==> src/rtl/log_sample_queue.sv <==
// Sample queue that buffers acquisition samples and drains them one at a time
// to an SD SPI writer using a launch / acknowledge / done handshake.
module log_sample_queue #(
  parameter int DATA_W      = 16,
  parameter int DEPTH       = 16,
  parameter int ACK_TIMEOUT = 8
) (
  input  logic                     clk,
  input  logic                     rst,
  input  logic                     sample_valid,
  input  logic [DATA_W-1:0]        sample_data,
  output logic                     sample_ready,
  output logic                     wr_start,
  output logic [DATA_W-1:0]        wr_data,
  input  logic                     wr_busy,
  output logic [$clog2(DEPTH):0]   count,
  output logic                     overflow,
  output logic [15:0]              drop_count,
  output logic                     ack_err
);

  localparam int AW = $clog2(DEPTH);
  localparam int TW = $clog2(ACK_TIMEOUT + 1);
  localparam logic [AW:0]   FULL_CNT = (AW+1)'(DEPTH);
  localparam logic [TW-1:0] TMR_LAST = TW'(ACK_TIMEOUT - 1);

  typedef enum logic [1:0] {IDLE, LAUNCH, WAIT_ACK, WAIT_DONE} state_t;

  state_t              state, state_nxt;
  logic [DATA_W-1:0]   mem [DEPTH];
  logic [AW-1:0]       head, tail;
  logic [TW-1:0]       ack_timer;
  logic                push, drop, pop, load, timeout;

  function automatic logic [15:0] sat_inc16(input logic [15:0] v);
    return (v == 16'hFFFF) ? v : v + 16'd1;
  endfunction

  // Fullness is judged on the registered count, so a pop on the same edge
  // never makes room for a push into a full queue.
  assign sample_ready = (count != FULL_CNT);
  assign push         = sample_valid && sample_ready;
  assign drop         = sample_valid && !sample_ready;

  always_ff @(posedge clk) begin
    if (rst) state <= IDLE;
    else     state <= state_nxt;
  end

  always_comb begin
    state_nxt = state;
    case (state)
      IDLE:      if (count != '0 && !wr_busy) state_nxt = LAUNCH;
      LAUNCH:    state_nxt = WAIT_ACK;
      WAIT_ACK:  if (wr_busy) state_nxt = WAIT_DONE;
                 else if (ack_timer == TMR_LAST) state_nxt = IDLE;
      WAIT_DONE: if (!wr_busy) state_nxt = IDLE;
      default:   state_nxt = IDLE;
    endcase
  end

  always_comb begin
    wr_start = 1'b0;
    load     = 1'b0;
    pop      = 1'b0;
    timeout  = 1'b0;
    case (state)
      IDLE:      load     = (state_nxt == LAUNCH);
      LAUNCH:    wr_start = 1'b1;
      WAIT_ACK:  timeout  = !wr_busy && (ack_timer == TMR_LAST);
      WAIT_DONE: pop      = !wr_busy;
      default:   ;
    endcase
  end

  always_ff @(posedge clk) begin
    if (rst || state != WAIT_ACK) ack_timer <= '0;
    else                          ack_timer <= ack_timer + 1'b1;
  end

  // Pointers wrap naturally because DEPTH is a power of two.
  always_ff @(posedge clk) begin
    if (rst) begin
      head  <= '0;
      tail  <= '0;
      count <= '0;
    end else begin
      if (push) tail <= tail + 1'b1;
      if (pop)  head <= head + 1'b1;
      case ({push, pop})
        2'b10:   count <= count + 1'b1;
        2'b01:   count <= count - 1'b1;
        default: ;
      endcase
    end
  end

  always_ff @(posedge clk) begin
    if (push) mem[tail] <= sample_data;
  end

  // The head entry stays in the queue until the writer finishes, so a
  // timed-out launch simply re-reads the same word on the next attempt.
  always_ff @(posedge clk) begin
    if (rst)       wr_data <= '0;
    else if (load) wr_data <= mem[head];
  end

  always_ff @(posedge clk) begin
    if (rst) begin
      overflow   <= 1'b0;
      drop_count <= '0;
      ack_err    <= 1'b0;
    end else begin
      if (drop) begin
        overflow   <= 1'b1;
        drop_count <= sat_inc16(drop_count);
      end
      if (timeout) ack_err <= 1'b1;
    end
  end

endmodule

==> config.mk <==
export PLATFORM = sky130hd
export DESIGN_NAME = log_sample_queue
export DESIGN_NICKNAME = d
export VERILOG_FILES = /design/src/rtl/log_sample_queue.sv
export SDC_FILE = /design/constraint.sdc
export NUM_CORES = 1
export LEC_CHECK = 0
export BUFFER_PORTS_ARGS = -buffer_cell sky130_fd_sc_hd__buf_2
export CAP_MARGIN = 15
export CORE_MARGIN = 5
export CORE_UTILIZATION = 61
export DETAILED_ROUTE_END_ITERATION = 7
export GPL_TIMING_DRIVEN = 0
export HOLD_SLACK_MARGIN = 0.03
export PLACE_DENSITY = 0.85
export SLEW_MARGIN = 20
export SYNTH_ARGS = -nofsm -noshare
export SYNTH_HDL_FRONTEND = slang
export SYNTH_SLANG_ARGS = --single-unit
export TNS_END_PERCENT = 20
==> constraint.sdc <==
create_clock -name clk -period 3.4 [get_ports clk]
set_input_delay 1.02 -clock clk [delete_from_list [all_inputs] [get_ports clk]]
set_output_delay 1.02 -clock clk [all_outputs]
set_load 0.01 [all_outputs]
==> metrics.md <==
| Metric | Value |
|---|---|
| Starting Density | `0.622` |
| Peak supply drop | `0.613 mV` |
| Ys Warns | `0` |
| Reported net switching power | `around 0.0016 W` |
| Total Wirelength | `between 20000 and 30000 um` |
| Die ar. | `22900 um^2` |
| Setup Skew | `about 24 ps` |
| Final Hold Fails | `0` |
| Placed Area | `13100 um^2` |
| Total CTS buffers | `30` |
| Internal | `around 0.0065 W` |
| Gr ovfl total | `0` |
| Clock Latency Late Sink | `about 560 ps` |
| Seq pwr share | `0.517` |
| Setup Viol. Count Final | `0` |
| CTS tree | `yes` |
| Clk sinks | `roughly 300` |
| Crit end category | `flip-flop` |
| Status | `finished, final reports clean` |
| Clk pwr share | `0.445` |
| Area of the mapped netlist | `approximately 12000 um^2` |
| Startpoint Class | `flip-flop` |
| Mapped Nets | `roughly 710` |
| Initial antenna violation count | `0` |
| Post-Syn Instances | `between 600 and 700` |
| FFs w/ async S/R, synth | `0` |
| Die Wd | `roughly 150 um` |
| Final setup margin | `328 ps` |
| Number of fill cells | `1102` |
| Tmin final | `3070 ps` |
| Via/cell ratio | `6.50` |
| Slew headroom | `0.391` |
| I/O Buffers | `60` |
| Worst min path class | `reg2reg` |
| Dpl hpwl | `~18000 um` |
| Largest net degree at the start of global routing | `17` |
| RSZ-0062 raised after global routing | `false` |
| Routed WL per cell | `25.9 um` |
| Synth unique cells | `50` |
| Top_reg_cell synth | `edfxtp_1` |
| Ports | `61` |
| Share of layout cells above drive strength 1 | `0.300` |
| Antenna fix cells | `0` |
| Final ANT Viol Nets | `0` |
| Max Cap Violations | `0` |
| R2r endpoint | `count[4]$_SDFFE_PP0P_` |
| Hold WS | `455 ps` |
| Max FO, Critical Path | `9` |
| Number of hold buffers added after cts | `0` |
| Reg2Reg Setup Slack | `around 330 ps` |
| DP Worst Slack | `124 ps` |
| Post-synth EDFFs | `~260` |
| Combinational power share | `0.038` |
| Synthesis-stage register bit count | `slightly above 300` |
| Worst-path clk slew | `60 ps` |
| Worst Path Required | `between 3000 and 4000 ps` |
| Synth cell count leaders | `edfxtp_1 (256), mux4_2 (64), dfxtp_1 (53)` |
| Clk buf depth | `3` |
| Ranking of synthesized cells by area | `edfxtp_1 (63%), mux4_2 (12%), dfxtp_1 (8.7%)` |
| Post-CTS Setup Repair Bufs | `0` |
| Leak Pwr | `between 4 and 5 nW` |
| Layout area overhead | `16.3%` |
| Chip height | `151 um` |
| Final Cycle Share | `0.903` |
| FF-to-FF Start | `count[1]$_SDFFE_PP0P_` |
| Synth top area share | `0.630` |
| Core ar. | `19600 um^2` |
| CP endpoint | `count[4]$_SDFFE_PP0P_` |
| Fin area | `approximately 14000 um^2` |
| DR iter-0 viols | `~800` |
| Root Driver | `clkbuf_16` |
| Pre-Repair DR Iteration Count | `7` |
| Maximum clock frequency | `about 330 MHz` |
| Placer Congestion | `~0.83` |
| Final Max Tran Viols | `0` |
| Vias in the first global route | `about 7000` |
| H-tree levels | `1` |
| Worst reg2reg path depth | `10` |
| Critical path type | `reg2reg` |
| Resize count post-CTS | `0` |
| Switching Fraction | `0.195` |
| Pwr per Cell Area | `573 nW/um^2` |
| Mapped Avg Cell Area | `about 18 um^2` |
| Seq/Total Area, Yosys | `0.717` |
| Row cnt | `approximately 50` |
| Via count | `7004` |
| First-pass GRT wire length | `roughly 43000 um` |
| Yosys top cell by area | `edfxtp_1` |
| Final Net Count | `820` |
| Crit path DAT | `approximately 3600 ps` |
| Most instantiated library cell after synthesis | `edfxtp_1` |
| Worst Max-Slew Pin Slew | `913 ps` |
| DRC viols | `0` |
| GRT Util Overall | `0.254` |
| Critical path origin | `count[1]$_SDFFE_PP0P_` |
-- kinds of logic after synthesis --
| logic type | synth area share |
|---|---|
| compound gates | 0.0425 |
| buf+inv | 0.0167 |
| flops | 0.717 |
| mux | 0.149 |
| fa+ha+maj | 0.0113 |
| xor+xnor | 0.00790 |
| simple gates | 0.0556 |
-- placed cells by master (no fill, tap or decap), types with 4 or more instances in the layout --
master       n
edfxtp_1   256
buf_2       76
mux4_2      64
dfxtp_1     53
nor2_1      36
clkbuf_16   30
clkbuf_1    24
a21oi_1     22
mux2i_1     19
nand2_1     16
mux2_2      16
a221o_1     16
nor2_2      12
o31ai_1     12
or4_1       12
inv_1       11
ha_1        11
nand3_1      8
buf_4        8
bufinv_16    8
buf_6        8
xor2_1       7
o21ai_0      7
buf_1        5
nand4_1      5
or3_1        5
clkinv_2     5
buf_8        5
nand2b_1     4
nor3_2       4
xnor2_1      4
-- how the worst min path moves through the flow --
stage / to / slack [ps] / start / depth (start not counted)
2_1_floorplan: ack_timer[0]$_SDFF_PP0_ / 420 / ack_timer[0]$_SDFF_PP0_ / 1
3_3_place_gp: ack_timer[0]$_SDFF_PP0_ / 430 / ack_timer[0]$_SDFF_PP0_ / 1
3_5_place_dp: ack_timer[0]$_SDFF_PP0_ / 450 / ack_timer[0]$_SDFF_PP0_ / 1
4_1_cts: ack_timer[0]$_SDFF_PP0_ / 460 / ack_timer[0]$_SDFF_PP0_ / 1
5_1_grt: ack_timer[0]$_SDFF_PP0_ / 480 / ack_timer[0]$_SDFF_PP0_ / 1
6_report: ack_timer[0]$_SDFF_PP0_ / 450 / ack_timer[0]$_SDFF_PP0_ / 1
-- layout make-up --
class	instances	area, um^2	share of cell area
flip-flops and latches	309	8750	0.617
multi-input cells	320	3300	0.232
clock buffers	40	798	0.0563
repair buffers	80	518	0.0365
well taps	265	332	0.0234
clock inverters	16	289	0.0204
plain buffers	37	163	0.0115
inverters	11	41.3	0.00291
-- power groups by stage --
| stage | registers, W | clock network (W) | logic (W) |
|---|---|---|---|
| 6_report | 0.00420 | 0.00362 | 0.000312 |
| 5_1_grt | 0.00420 | 0.00383 | 0.000333 |
| 4_1_cts | 0.00420 | 0.00364 | 0.000308 |
| 3_5_place_dp | 0.00428 | 0 | 0.000301 |
| 3_3_place_gp | 0.00427 | 0 | 0.000271 |
| 2_1_floorplan | 0.00428 | 0 | 0.000150 |
-- critical path, stage by stage, from the launching register on --
cell and delay [ps]:
dfxtp_1 300, buf_2 180, nor4_4 510, a21boi_1 290, inv_1 150, ha_1 370, ha_1 270, or4b_2 610
a21oi_1 180, a31oi_1 70, nand3_1 100
-- flip-flops by register name, indices dropped and copies added (netlist names) --
register,count
ack_err,1
drop_count,16
wr_data,16
tail,4
mem,256
count,5
ack_timer,4
overflow,1
head,4
state,2
-- per-layer routing --
layer  track usage  part of all wire  vias to the layer above
li1              -                 -                     2960
met1         0.351              0.37                     3544
met2         0.429              0.51                      438
met3        0.0380              0.10                       62
met4        0.0684             0.020                        0
met5             0                 0                        -
-- metrics by stage --
stage | total power [W] | std cells | TNS [ps] | utilization
after detailed placement | 0.00458 | 1022 | 0 | 0.668
after global placement | 0.00454 | 1002 | -65430 | 0.655
after global routing | 0.00836 | 1078 | 0 | 0.724
after floorplan | 0.00443 | 677 | 0 | -
final | 0.00813 | 1078 | 0 | 0.724
after CTS | 0.00814 | 1078 | 0 | 0.724
(Power assumes the default switching activity.)
